--- src/rtl/reset_sequencer_pkg.sv ---
// Shared types and helpers for the multi-stage reset sequencer.
package reset_sequencer_pkg;

    typedef enum logic [1:0] {
        HOLD  = 2'd0,
        COUNT = 2'd1,
        DONE  = 2'd2
    } state_t;

    localparam int unsigned     SYNC_STAGES = 2;
    localparam longint unsigned NS_PER_S    = 64'd1_000_000_000;

    // Ceiling ns-to-cycles conversion in 64-bit math; never returns less than 1.
    function automatic int unsigned ns_to_cycles(input longint unsigned ns,
                                                 input longint unsigned hz);
        longint unsigned cyc;
        cyc = (ns * hz + NS_PER_S - 64'd1) / NS_PER_S;
        return (cyc == 64'd0) ? 32'd1 : 32'(cyc);
    endfunction

endpackage

--- src/rtl/reset_sequencer_trigger_conditioner.sv ---
// Two-flop synchroniser for the restart request, with an optional debounce
// stage enabled by RESET_SEQUENCER_DEBOUNCE_EN.
module reset_sequencer_trigger_conditioner
    import reset_sequencer_pkg::*;
#(
    parameter int unsigned CLOCK_HZ    = 48000000,
    parameter int unsigned DEBOUNCE_NS = 1000000
) (
    input  logic clk,
    input  logic reset,
    input  logic trigger_in,
    output logic trig_s
);

    logic [SYNC_STAGES-1:0] sync_q;

    always_ff @(posedge clk or posedge reset) begin
        if (reset) begin
            sync_q <= '0;
        end else begin
            sync_q <= {sync_q[SYNC_STAGES-2:0], trigger_in};
        end
    end

`ifdef RESET_SEQUENCER_DEBOUNCE_EN
    localparam int unsigned DB_CYCLES = ns_to_cycles(64'(DEBOUNCE_NS), 64'(CLOCK_HZ));
    localparam int unsigned DB_W      = $clog2(DB_CYCLES + 1);

    logic [DB_W-1:0] db_cnt_q;
    logic            trig_q;

    // Output follows the synchronised level only after it has differed for DB_CYCLES.
    always_ff @(posedge clk or posedge reset) begin
        if (reset) begin
            db_cnt_q <= '0;
            trig_q   <= 1'b0;
        end else if (sync_q[SYNC_STAGES-1] == trig_q) begin
            db_cnt_q <= '0;
        end else if (db_cnt_q == DB_W'(DB_CYCLES - 1)) begin
            db_cnt_q <= '0;
            trig_q   <= sync_q[SYNC_STAGES-1];
        end else begin
            db_cnt_q <= db_cnt_q + DB_W'(1);
        end
    end

    assign trig_s = trig_q;
`else
    assign trig_s = sync_q[SYNC_STAGES-1];
`endif

endmodule

--- src/rtl/reset_sequencer.sv ---
// Multi-stage reset generator: releases NUM_STAGES resets in order, restartable
// by trigger_in. Optional trigger debounce via RESET_SEQUENCER_DEBOUNCE_EN.
module reset_sequencer
    import reset_sequencer_pkg::*;
#(
    parameter int unsigned CLOCK_HZ      = 48000000,
    parameter int unsigned NUM_STAGES    = 3,
    parameter int unsigned STAGE_TIME_NS = 255,
    parameter int unsigned DEBOUNCE_NS   = 1000000,
    localparam int unsigned STAGE_CYCLES = ns_to_cycles(64'(STAGE_TIME_NS), 64'(CLOCK_HZ)),
    localparam int unsigned CNT_W        = $clog2(STAGE_CYCLES + 1),
    localparam int unsigned STAGE_W      = $clog2(NUM_STAGES + 1)
) (
    input  logic                  clk,
    input  logic                  reset,
    input  logic                  trigger_in,
    output logic [NUM_STAGES-1:0] reset_out,
    output logic                  busy,
    output logic [STAGE_W-1:0]    stage_out,
    output logic [CNT_W-1:0]      counter_out,
    output logic                  counter_non_zero
);

    localparam logic [CNT_W-1:0] CNT_RELOAD = CNT_W'(STAGE_CYCLES - 1);

    logic                  trig_s;
    state_t                state_q,  state_d;
    logic [NUM_STAGES-1:0] rst_q,    rst_d;
    logic [STAGE_W-1:0]    stage_q,  stage_d;
    logic [CNT_W-1:0]      cnt_q,    cnt_d;
    logic                  busy_q;
    logic                  nz_q;

    reset_sequencer_trigger_conditioner #(
        .CLOCK_HZ    (CLOCK_HZ),
        .DEBOUNCE_NS (DEBOUNCE_NS)
    ) u_trig (
        .clk        (clk),
        .reset      (reset),
        .trigger_in (trigger_in),
        .trig_s     (trig_s)
    );

    always_ff @(posedge clk or posedge reset) begin
        if (reset) begin
            state_q <= COUNT;
            rst_q   <= '1;
            stage_q <= '0;
            cnt_q   <= CNT_RELOAD;
            busy_q  <= 1'b1;
            nz_q    <= (CNT_RELOAD != '0);
        end else begin
            state_q <= state_d;
            rst_q   <= rst_d;
            stage_q <= stage_d;
            cnt_q   <= cnt_d;
            busy_q  <= |rst_d;
            nz_q    <= (cnt_d != '0);
        end
    end

    // Trigger overrides every state, including a release due on the same edge.
    always_comb begin
        state_d = state_q;
        rst_d   = rst_q;
        stage_d = stage_q;
        cnt_d   = cnt_q;

        if (trig_s) begin
            state_d = HOLD;
            rst_d   = '1;
            stage_d = '0;
            cnt_d   = CNT_RELOAD;
        end else begin
            unique case (state_q)
                HOLD: begin
                    state_d = COUNT;
                    rst_d   = '1;
                    stage_d = '0;
                    cnt_d   = CNT_RELOAD;
                end
                COUNT: begin
                    if (cnt_q != '0) begin
                        cnt_d = cnt_q - CNT_W'(1);
                    end else begin
                        for (int unsigned i = 0; i < NUM_STAGES; i++) begin
                            if (stage_q == STAGE_W'(i)) begin
                                rst_d[i] = 1'b0;
                            end
                        end
                        stage_d = stage_q + STAGE_W'(1);
                        if (stage_q == STAGE_W'(NUM_STAGES - 1)) begin
                            state_d = DONE;
                            cnt_d   = '0;
                        end else begin
                            cnt_d = CNT_RELOAD;
                        end
                    end
                end
                DONE: begin
                    rst_d = '0;
                    cnt_d = '0;
                end
                default: begin
                    state_d = COUNT;
                    rst_d   = '1;
                    stage_d = '0;
                    cnt_d   = CNT_RELOAD;
                end
            endcase
        end
    end

    assign reset_out        = rst_q;
    assign busy             = busy_q;
    assign stage_out        = stage_q;
    assign counter_out      = cnt_q;
    assign counter_non_zero = nz_q;

endmodule

--- config.mk ---
export PLATFORM = sky130hd
export DESIGN_NAME = reset_sequencer
export DESIGN_NICKNAME = d
export VERILOG_FILES = /design/src/rtl/reset_sequencer_pkg.sv /design/src/rtl/reset_sequencer_trigger_conditioner.sv /design/src/rtl/reset_sequencer.sv
export SDC_FILE = /design/constraint.sdc
export NUM_CORES = 1
export LEC_CHECK = 0
export ABC_CLOCK_PERIOD_IN_PS = 2200
export BUFFER_PORTS_ARGS = -buffer_cell sky130_fd_sc_hd__buf_2
export CAP_MARGIN = 20
export CELL_PAD_IN_SITES_DETAIL_PLACEMENT = 0
export CELL_PAD_IN_SITES_GLOBAL_PLACEMENT = 1
export CORE_AREA = 8 8 53 55
export DETAILED_ROUTE_END_ITERATION = 16
export DIE_AREA = 0 0 61 63
export GPL_ROUTABILITY_DRIVEN = 0
export MAX_ROUTING_LAYER = met4
export PLACE_DENSITY = 0.78
export SLEW_MARGIN = 20
export SYNTH_ARGS = -nofsm -noshare
export SYNTH_HDL_FRONTEND = slang
export SYNTH_SLANG_ARGS = --single-unit
export TNS_END_PERCENT = 30
--- constraint.sdc ---
create_clock -name clk -period 2.2 [get_ports clk]
set_clock_uncertainty 0.1 [all_clocks]
set_input_delay 0.44 -clock clk [delete_from_list [all_inputs] [get_ports clk]]
set_output_delay 0.44 -clock clk [all_outputs]
set_load 0.05 [all_outputs]
==> flow_metrics.env, run 1 <==
export IMPL_powerDensity_nw_per_um2=635.2
export IMPL_netlist_area_um2=742.0
export IMPL_antenna_found_initial=0
export IMPL_ys_top_cells_by_count="9 x nor2_1, 8 x dfstp_2, 8 x inv_1, 7 x dfrtp_1, 7 x nand2_1"
export IMPL_p_clk_share_pct=27.7
export IMPL_cap_viol_max_count=0
export IMPL_cts_root_buf="clkbuf_4"
export IMPL_grt_total_usage_pct=8.529
export IMPL_die_w_um=61
export IMPL_timing_worst_slew_pin_value_ps=532.2
export IMPL_rsz0062_at_grt="false"
export IMPL_synth_edf_count=0
export IMPL_fillerInstances=215
export IMPL_drive_above_1_share_pct=29.55
export IMPL_status="complete, no violations"
export IMPL_relSlewSlack_pct=64.48
export IMPL_path_max_fanout=7
export IMPL_synth_area_per_cell_um2=10.16
export IMPL_clk_latency_ps=270
export IMPL_clockBufferDepth=2
export IMPL_overflow=0
export IMPL_muxShareOfSynthArea_pct=0
export IMPL_ant_nets=0
export IMPL_cellInternalPower_uw=389.9
export IMPL_drt_total_wl_um=1456
export IMPL_startpoint_type="register"
export IMPL_dieArea_um2=3843
export IMPL_grt_pass1_wl_um=2511
export IMPL_post_cts_buffers=0
export IMPL_yosys_area_top_type="dfstp_2"
export IMPL_ys_seq_area_share_pct=51.94
export IMPL_maxSlewViolCount=0
export IMPL_ys_types=23
export IMPL_met3_usage_pct=2.263
export IMPL_cts_tree="built"
export IMPL_synth_compound_area_share_pct=15.51
export IMPL_synth_xor_area_share_pct=1.180
export IMPL_n_antenna_cell=0
export IMPL_core_area_um2=2063
export IMPL_seqPwrFrac_pct=56.2
export IMPL_fin_crit_ps=1927
export IMPL_final_hold_violation_count=0
export IMPL_min_path_type="primary input to async pin"
export IMPL_async_flop_share_pct=100.0
export IMPL_crit_path_end_kind="register"
export IMPL_sw_frac_of_total_pct=28.68
export IMPL_p_comb_share_pct=16.2
export IMPL_io_buffers=13
export IMPL_pin_count=14
export IMPL_htreeDepth=1
export IMPL_cp_arrival_ps=2030
export IMPL_wl_per_cell_um=12.55
export IMPL_first_pass_iters=2
export IMPL_grt_max_degree=16
export IMPL_ys_ff_latch=15
export IMPL_drt_iter0_markers=10
export IMPL_synth_fp_nets=82
export IMPL_syn_inst=73
export IMPL_cts_sinks=15
export IMPL_synth_area_top_cells="dfstp_2 28%, dfrtp_1 24%, ha_1 10%"
export IMPL_synth_top_area_share_pct=28.33
export IMPL_die_h_um=63
export IMPL_dp_hpwl_um=1119
export IMPL_final_util_pct=41.72
export IMPL_yosysWarnings=0
export IMPL_grt_pass1_vias=567
export IMPL_path_clk_slew_ps=90
export IMPL_cp_required_ps=2300
export IMPL_final_nets=98
export IMPL_ir_worst_vdd_v=0.0003898
export IMPL_synth_adder_area_share_pct=10.12
export IMPL_synth_simple_area_share_pct=16.19
export IMPL_post_route_period_util_pct=87.59
export IMPL_total_power_uw=546.8
export IMPL_synth_most_common_cell="nor2_1"
export IMPL_cellLeakagePower_nw=0.3845
export IMPL_numCtsBuffers=3
export IMPL_use_met1_pct=10.10
export IMPL_vias=539
export IMPL_hold_buffers=0
export IMPL_setup_viol=0
export IMPL_cts_resized=0
export IMPL_finalSetupTns_ps=0
export IMPL_drc_errors=0
export IMPL_synth_main_ff_cell="dfstp_2"
export IMPL_fmax_mhz=518.9
export IMPL_p_switching_uw=156.8
export IMPL_grt_busiest_layer="met2"
export IMPL_areaGrowthSynthToFinish_pct=16.02
export IMPL_grt_util_met2_pct=13.23
export IMPL_synth_top_family_by_area="simple AND/OR/NAND/NOR gates"
export IMPL_rows=17
export IMPL_viasPerCell=4.647
export IMPL_initial_core_util_pct=35.96
export IMPL_crit_type="register to register"
-- cells in the final DEF (no fill, tap or decap) --
master	instances
xnor2_1	1
nor3b_2	1
and3_1	1
o21ba_2	1
nor2_1	9
clkbuf_1	1
nand3_1	2
o21ai_0	5
clkbuf_4	3
or3b_1	1
a32oi_1	1
o311ai_1	1
nor4b_1	1
a21o_1	2
ha_1	6
a21oi_1	4
buf_2	13
a21boi_0	1
dfrtp_1	7
nand2_1	7
inv_1	8
dfstp_2	8
nand2b_1	1
nand3b_1	1
a311o_1	2
-- sequential cells by signal, indices dropped and copies added, names as in the netlist --
signal,cells
counter_out,4
reset_out,3
stage_out,2
state_q,2
u_trig.sync_q,2
busy,1
counter_non_zero,1
-- per-stage QoR --
stage / hold slack (ps) / area, um2 / instances / setup slack, ps
finish: 89.47 / 860.8 / 116 / 273.0
global route: 142.4 / 860.8 / 116 / 112.4
CTS: 111.2 / 860.8 / 116 / 270.6
detailed placement: 241.8 / 834.6 / 112 / 290.4
global placement: 244.8 / 834.6 / 112 / 337.9
floorplan: 231.2 / 742.0 / 73 / 173.7
-- layout make-up --
class / instances / area (um2) / share of cell area (%)
Multi-Input combinational cell: 48 / 319.1 / 37.06
Sequential cell: 15 / 385.4 / 44.77
Timing Repair Buffer: 13 / 65.06 / 7.558
Inverter: 8 / 30.03 / 3.488
Tap cell: 28 / 35.03 / 4.070
Clock buffer: 4 / 26.28 / 3.052
-- cells by family after synthesis --
kind of cell    count (synthesis)
xor+xnor                        1
flops                          15
compound gates                 17
buf+inv                        10
simple gates                   24
fa+ha+maj                       6
-- layer usage --
| metal | share of wire, % | wire length [um] |
|---|---|---|
| met1 | 48 | 702 |
| met2 | 48 | 698 |
| met3 | 2.7 | 40 |
| met4 | 1.1 | 16 |
| met5 | 0 | 0 |
-- worst max-delay path, cell delays in order (launching register included) --
cell	delay (ps)
dfrtp_1	440
inv_1	80
ha_1	250
nor3b_2	260
nand2_1	80
a311o_1	370
a311o_1	280
-- final timing paths --
path | start | end | slack (ps) | depth (start not counted)
min reg2reg | u_trig.sync_q[0]$_DFF_PP0_ | u_trig.sync_q[1]$_DFF_PP0_ | 260 | 0
min | reset | counter_out[1]$_DFF_PP0_ | 90 | 2
max reg2reg | counter_out[0]$_DFF_PP0_ | busy$_DFF_PP1_ | 270 | 6
max in group asynchronous | reset | state_q[0]$_DFFE_PP1P_ | 1540 | 2
max | counter_out[0]$_DFF_PP0_ | busy$_DFF_PP1_ | 270 | 6
min in group clk | trigger_in | u_trig.sync_q[0]$_DFF_PP0_ | 170 | 1
-- power by group through the flow --
| stage | Sequential (mW) | Combinational [mW] | Clock (mW) |
|---|---|---|---|
| after floorplan | 0.340 | 0.0405 | 0 |
| after global placement | 0.311 | 0.0896 | 0 |
| after detailed placement | 0.312 | 0.0897 | 0 |
| after CTS | 0.307 | 0.0898 | 0.159 |
| after global routing | 0.310 | 0.0970 | 0.170 |
| final | 0.307 | 0.0884 | 0.151 |
Note: power is estimated with default switching activity, not from simulation.
==> run 2, diff against run 1 <==
Settings changed: REMOVE_ABC_BUFFERS set to 1.
==> run 2 against run 1 <==
Via count grew 4.6%. Sequential power about the same. First-iteration DRC count increased by 20%. Clock power grew 5%. Global-route usage is 0.63 points higher. Critical endpoint unchanged. Die area did not move. Design area is the same. Power grew 1.1%. Register-to-register slack hardly changed. Worst hold slack worse by 11 ps. Final cell count is the same.
==> flow_metrics.env, run 2 (same netlist as run 1, synthesis figures left out) <==
export IMPL_vias=564
export IMPL_fillerInstances=215
export IMPL_cp_required_ps=2310
export IMPL_finalSetupTns_ps=0
export IMPL_grt_max_degree=16
export IMPL_timing_worst_slew_pin_value_ps=558.9
export IMPL_wl_per_cell_um=12.30
export IMPL_relSlewSlack_pct=62.22
export IMPL_rsz0062_at_grt="false"
export IMPL_numCtsBuffers=3
export IMPL_r2r_start="counter_out[0]$_DFF_PP0_"
export IMPL_seqPwrFrac_pct=55.5
export IMPL_powerDensity_nw_per_um2=642.2
export IMPL_path_max_fanout=7
export IMPL_overflow=0
export IMPL_die_w_um=61
export IMPL_maxSlewViolCount=0
export IMPL_viasPerCell=4.862
export IMPL_sw_frac_of_total_pct=29.39
export IMPL_drive_above_1_share_pct=29.55
export IMPL_cellInternalPower_uw=390.4
export IMPL_cts_sinks=15
export IMPL_post_route_period_util_pct=88.13
export IMPL_p_clk_share_pct=28.5
export IMPL_path_clk_slew_ps=90
export IMPL_final_hold_violation_count=0
export IMPL_setup_ws_ps=261.2
export IMPL_p_switching_uw=162.5
export IMPL_status="complete, no violations"
export IMPL_first_pass_iters=4
export IMPL_cpMostUsedCell="a311o_1"
export IMPL_hold_buffers=0
export IMPL_antenna_found_initial=0
export IMPL_grt_pass1_vias=596
export IMPL_post_cts_buffers=0
export IMPL_drc_errors=0
export IMPL_ant_nets=0
export IMPL_mostFrequentLayoutCells="13 x buf_2, 9 x nor2_1, 8 x inv_1, 8 x dfstp_2"
export IMPL_rows=17
export IMPL_cellLeakagePower_nw=0.3845
export IMPL_ir_worst_vdd_v=0.0003310
export IMPL_grt_pass1_wl_um=2615
export IMPL_crit_type="register to register"
export IMPL_final_nets=98
export IMPL_crit_path_end_kind="register"
export IMPL_critPathLaunch="counter_out[0]$_DFF_PP0_"
export IMPL_finalInstanceArea_um2=860.8
export IMPL_multiInputGateArea_um2=319.1
export IMPL_path_cells="inv_1 > ha_1 > nor3b_2 > nand2_1 > a311o_1 > a311o_1"
export IMPL_dp_hpwl_um=1055
export IMPL_setup_viol=0
export IMPL_r2r_slack_ps=260
export IMPL_clockBufferDepth=2
export IMPL_dpl_cell_area_um2=834.6
export IMPL_cp_arrival_ps=2050
export IMPL_cts_tree="built"
export IMPL_areaGrowthSynthToFinish_pct=16.02
export IMPL_slowest_stage="dfrtp_1"
export IMPL_largest_register_ffs=4
export IMPL_die_h_um=63
export IMPL_cap_viol_max_count=0
export IMPL_clk_latency_ps=290
export IMPL_p_comb_share_pct=16.0
export IMPL_fin_crit_ps=1939
export IMPL_n_antenna_cell=0
export IMPL_fmax_mhz=515.8
export IMPL_startpoint_type="register"
export IMPL_cts_resized=0
export IMPL_dieArea_um2=3843
export IMPL_drt_total_wl_um=1427
export IMPL_initial_core_util_pct=35.96
export IMPL_ff_latch_area_um2=385.4
export IMPL_htreeDepth=1
export IMPL_drt_iter0_markers=12
export IMPL_pin_count=14
export IMPL_slowest_delay_ps=440
export IMPL_core_area_um2=2063
export IMPL_mostFrequentLayoutCell="buf_2"
export IMPL_grt_total_usage_pct=9.158
export IMPL_cts_root_buf="clkbuf_4"
export IMPL_place_ws_ps=297.3
export IMPL_total_power_uw=552.9
export IMPL_min_path_type="primary input to async pin"
export IMPL_io_buffers=13
==> run 2: worst paths after layout <==
kind / to / depth (start not counted)
max in group asynchronous: state_q[0]$_DFFE_PP1P_ / 2
worst max register to register: busy$_DFF_PP1_ / 6
worst min-delay path: counter_out[0]$_DFF_PP0_ / 2
worst max-delay path: busy$_DFF_PP1_ / 6
min in group clk: u_trig.sync_q[0]$_DFF_PP0_ / 1
worst min register to register: u_trig.sync_q[1]$_DFF_PP0_ / 0
==> run 2: final cells by class <==
| cell class | instances | area share [%] |
|---|---|---|
| clock buffer | 4 | 3.052 |
| tap | 28 | 4.070 |
| timing repair buffer | 13 | 7.558 |
| sequential | 15 | 44.77 |
| inverter | 8 | 3.488 |
| multi-input combinational | 48 | 37.06 |
==> run 2: critical path, delay by kind of cell, from the launching register on <==
kind | cells | cell delay [ps]
AO/OA/AOI/OAI | 2 | 630
flip-flops | 1 | 440
AND/OR/NAND/NOR | 2 | 360
adder cells (fa/ha/maj) | 1 | 260
buffers and inverters | 1 | 80
==> run 2: power by group through the flow <==
stage	logic, mW	registers (mW)	clock network [mW]
floorplan	0.0379	0.342	0
detailed placement	0.0889	0.311	0
finish	0.0884	0.307	0.158
global route	0.0968	0.309	0.170
global placement	0.0904	0.311	0
CTS	0.0897	0.307	0.158
==> run 2: layer usage <==
| metal | vias to the layer above | global-route usage [%] | share of wire (%) |
|---|---|---|---|
| li1 | 277 | - | - |
| met1 | 273 | 10.73 | 45 |
| met2 | 9 | 13.49 | 50 |
| met3 | 5 | 2.469 | 2.5 |
| met4 | 0 | 5.248 | 2.6 |
| met5 | - | - | 0 |
==> run 2: through the flow <==
stage                     hold slack, ps  util (%)  cells
final                              78.12     41.72    116
after global routing               118.7     41.72    116
after CTS                          107.6     41.72    116
after detailed placement           243.4     40.45    112
after global placement             236.8     40.45    112
after floorplan                    231.2         -     71
==> run 3, diff against run 2 <==
==> constraint.sdc (replaced) <==
create_clock -name clk -period 2.2 [get_ports clk]
set_clock_uncertainty 0.1 [all_clocks]
set_input_delay 0.33 -clock clk [delete_from_list [all_inputs] [get_ports clk]]
set_output_delay 0.33 -clock clk [all_outputs]
set_load 0.05 [all_outputs]
==> run 3 against run 2 <==
Fmax is 0.12% lower. Worst hold slack got worse by 30 ps. Power down 0.12%. First-iteration DRC count grew to 2.6 times the previous value. Sequential power is essentially flat. Setup slack got worse by 2.4 ps. Clock power about the same. Largest cell class unchanged. Global-route usage is 0.17 points higher. Sequential cell count unchanged. Wire length rose by 2.2%. Register-to-register slack is essentially flat. Critical endpoint unchanged. Design area rose by 1.2%.
==> flow_metrics.env, run 3 (same netlist as run 1, synthesis figures left out) <==
export IMPL_status="complete, no violations"
export IMPL_timing_worst_slew_pin_value_ps=560.0
export IMPL_p_switching_uw=160.8
export IMPL_cts_tree="built"
export IMPL_grt_pass1_vias=597
export IMPL_dieArea_um2=3843
export IMPL_slowest_stage="dfrtp_1"
export IMPL_cts_root_buf="clkbuf_4"
export IMPL_p_clk_share_pct=28.2
export IMPL_post_route_period_util_pct=88.24
export IMPL_path_cells="inv_1 > ha_1 > nor3b_2 > nand2_1 > a311o_1 > a311o_1"
export IMPL_p_comb_share_pct=16.3
export IMPL_clockBufferDepth=2
export IMPL_finalSetupTns_ps=0
export IMPL_path_clk_slew_ps=90
export IMPL_core_area_um2=2063
export IMPL_wl_per_cell_um=12.46
export IMPL_cap_viol_max_count=0
export IMPL_hold_ws_ps=48.51
export IMPL_path_max_fanout=7
export IMPL_fin_crit_ps=1941
export IMPL_io_buffers=13
export IMPL_relSlewSlack_pct=62.14
export IMPL_hold_buffers=1
export IMPL_ir_worst_vdd_v=0.0003310
export IMPL_drive_above_1_share_pct=29.21
export IMPL_cellInternalPower_uw=391.5
export IMPL_crit_type="register to register"
export IMPL_dp_hpwl_um=1055
export IMPL_post_cts_buffers=0
export IMPL_antenna_found_initial=0
export IMPL_grt_total_usage_pct=9.323
export IMPL_critPathLaunch="counter_out[0]$_DFF_PP0_"
export IMPL_maxSlewViolCount=0
export IMPL_die_w_um=61
export IMPL_drt_iter0_markers=31
export IMPL_total_power_uw=552.2
export IMPL_cp_required_ps=2310
export IMPL_rsz0062_at_grt="false"
export IMPL_grt_max_degree=16
export IMPL_cellLeakagePower_nw=0.3887
export IMPL_crit_path_end_kind="register"
export IMPL_finalInstanceArea_um2=870.8
export IMPL_vias=573
export IMPL_cts_sinks=15
export IMPL_largest_register_ffs=4
export IMPL_min_path_type="primary input to register"
export IMPL_dpl_cell_area_um2=834.6
export IMPL_die_h_um=63
export IMPL_drt_total_wl_um=1458
export IMPL_grt_pass1_wl_um=2649
export IMPL_startpoint_type="register"
export IMPL_pin_count=14
export IMPL_cts_resized=0
export IMPL_rows=17
export IMPL_cp_arrival_ps=2050
export IMPL_powerDensity_nw_per_um2=634.1
export IMPL_setup_viol=0
export IMPL_viasPerCell=4.897
export IMPL_seqPwrFrac_pct=55.5
export IMPL_overflow=0
export IMPL_cpMostUsedCell="a311o_1"
export IMPL_final_nets=99
export IMPL_drc_errors=0
export IMPL_r2r_start="counter_out[0]$_DFF_PP0_"
export IMPL_fmax_mhz=515.1
export IMPL_mostFrequentLayoutCell="buf_2"
export IMPL_clk_latency_ps=290
export IMPL_n_antenna_cell=0
export IMPL_initial_core_util_pct=35.96
export IMPL_areaGrowthSynthToFinish_pct=17.37
export IMPL_slowest_delay_ps=440
export IMPL_first_pass_iters=4
export IMPL_hp_start="trigger_in"
export IMPL_mostFrequentLayoutCells="13 x buf_2, 9 x nor2_1, 8 x inv_1, 8 x dfstp_2"
export IMPL_numCtsBuffers=3
export IMPL_htreeDepth=1
export IMPL_sw_frac_of_total_pct=29.11
export IMPL_ant_nets=0
export IMPL_final_hold_violation_count=0
==> run 3: cell types whose count changed in the layout (fill, tap and decap cells not counted) <==
cell	previous run	this run
dlygate4sd3_1	0	1
==> run 3: layout make-up <==
class / instances / area, um2
Inverter: 8 / 30.03
Clock buffer: 4 / 26.28
Multi-Input combinational cell: 48 / 319.1
Fill cell: 217 / 1192
Sequential cell: 15 / 385.4
Tap cell: 28 / 35.03
Timing Repair Buffer: 14 / 75.07
==> run 3: critical path, delay by kind of cell, from the launching register on <==
family                     cells  cell delay (ps)
AOI/OAI and AO/OA              2              630
DFF                            1              440
and+or+nand+nor                2              360
adders and majority gates      1              260
buffers and inverters          1               80
==> run 3: path summary, 6_finish.rpt <==
check                                              to  slack [ps]  cells past startpoint
max                                    busy$_DFF_PP1_         260                      6
min                        u_trig.sync_q[0]$_DFF_PP0_          50                      1
max reg2reg                            busy$_DFF_PP1_         260                      6
min reg2reg                u_trig.sync_q[1]$_DFF_PP0_         260                      0
max in group asynchronous      state_q[0]$_DFFE_PP1P_        1090                      3
min in group asynchronous    counter_out[0]$_DFF_PP0_         540                      3
==> run 3: layer usage <==
layer  vias to the layer above  GRT usage [%]  routed length, um
met5                         -              -                  0
met4                         0          5.248                 40
met3                         5          2.469                 31
met2                         9          13.76                739
met1                       280          10.97                647
li1                        279              -                  -
==> run 3: metrics by stage <==
stage / setup WS [ps] / utilization [%] / instances
CTS: 280.2 / 42.21 / 117
global route: 75.67 / 42.21 / 117
finish: 258.8 / 42.21 / 117
global placement: 351.9 / 40.45 / 112
floorplan: 173.5 / - / 71
detailed placement: 297.3 / 40.45 / 112
==> run 3: power by group through the flow <==
| stage | registers (mW) | clock network (mW) | logic [mW] |
|---|---|---|---|
| after CTS | 0.307 | 0.158 | 0.0910 |
| after floorplan | 0.342 | 0 | 0.0379 |
| after global routing | 0.309 | 0.170 | 0.0984 |
| final | 0.307 | 0.156 | 0.0899 |
| after detailed placement | 0.311 | 0 | 0.0889 |
| after global placement | 0.311 | 0 | 0.0904 |
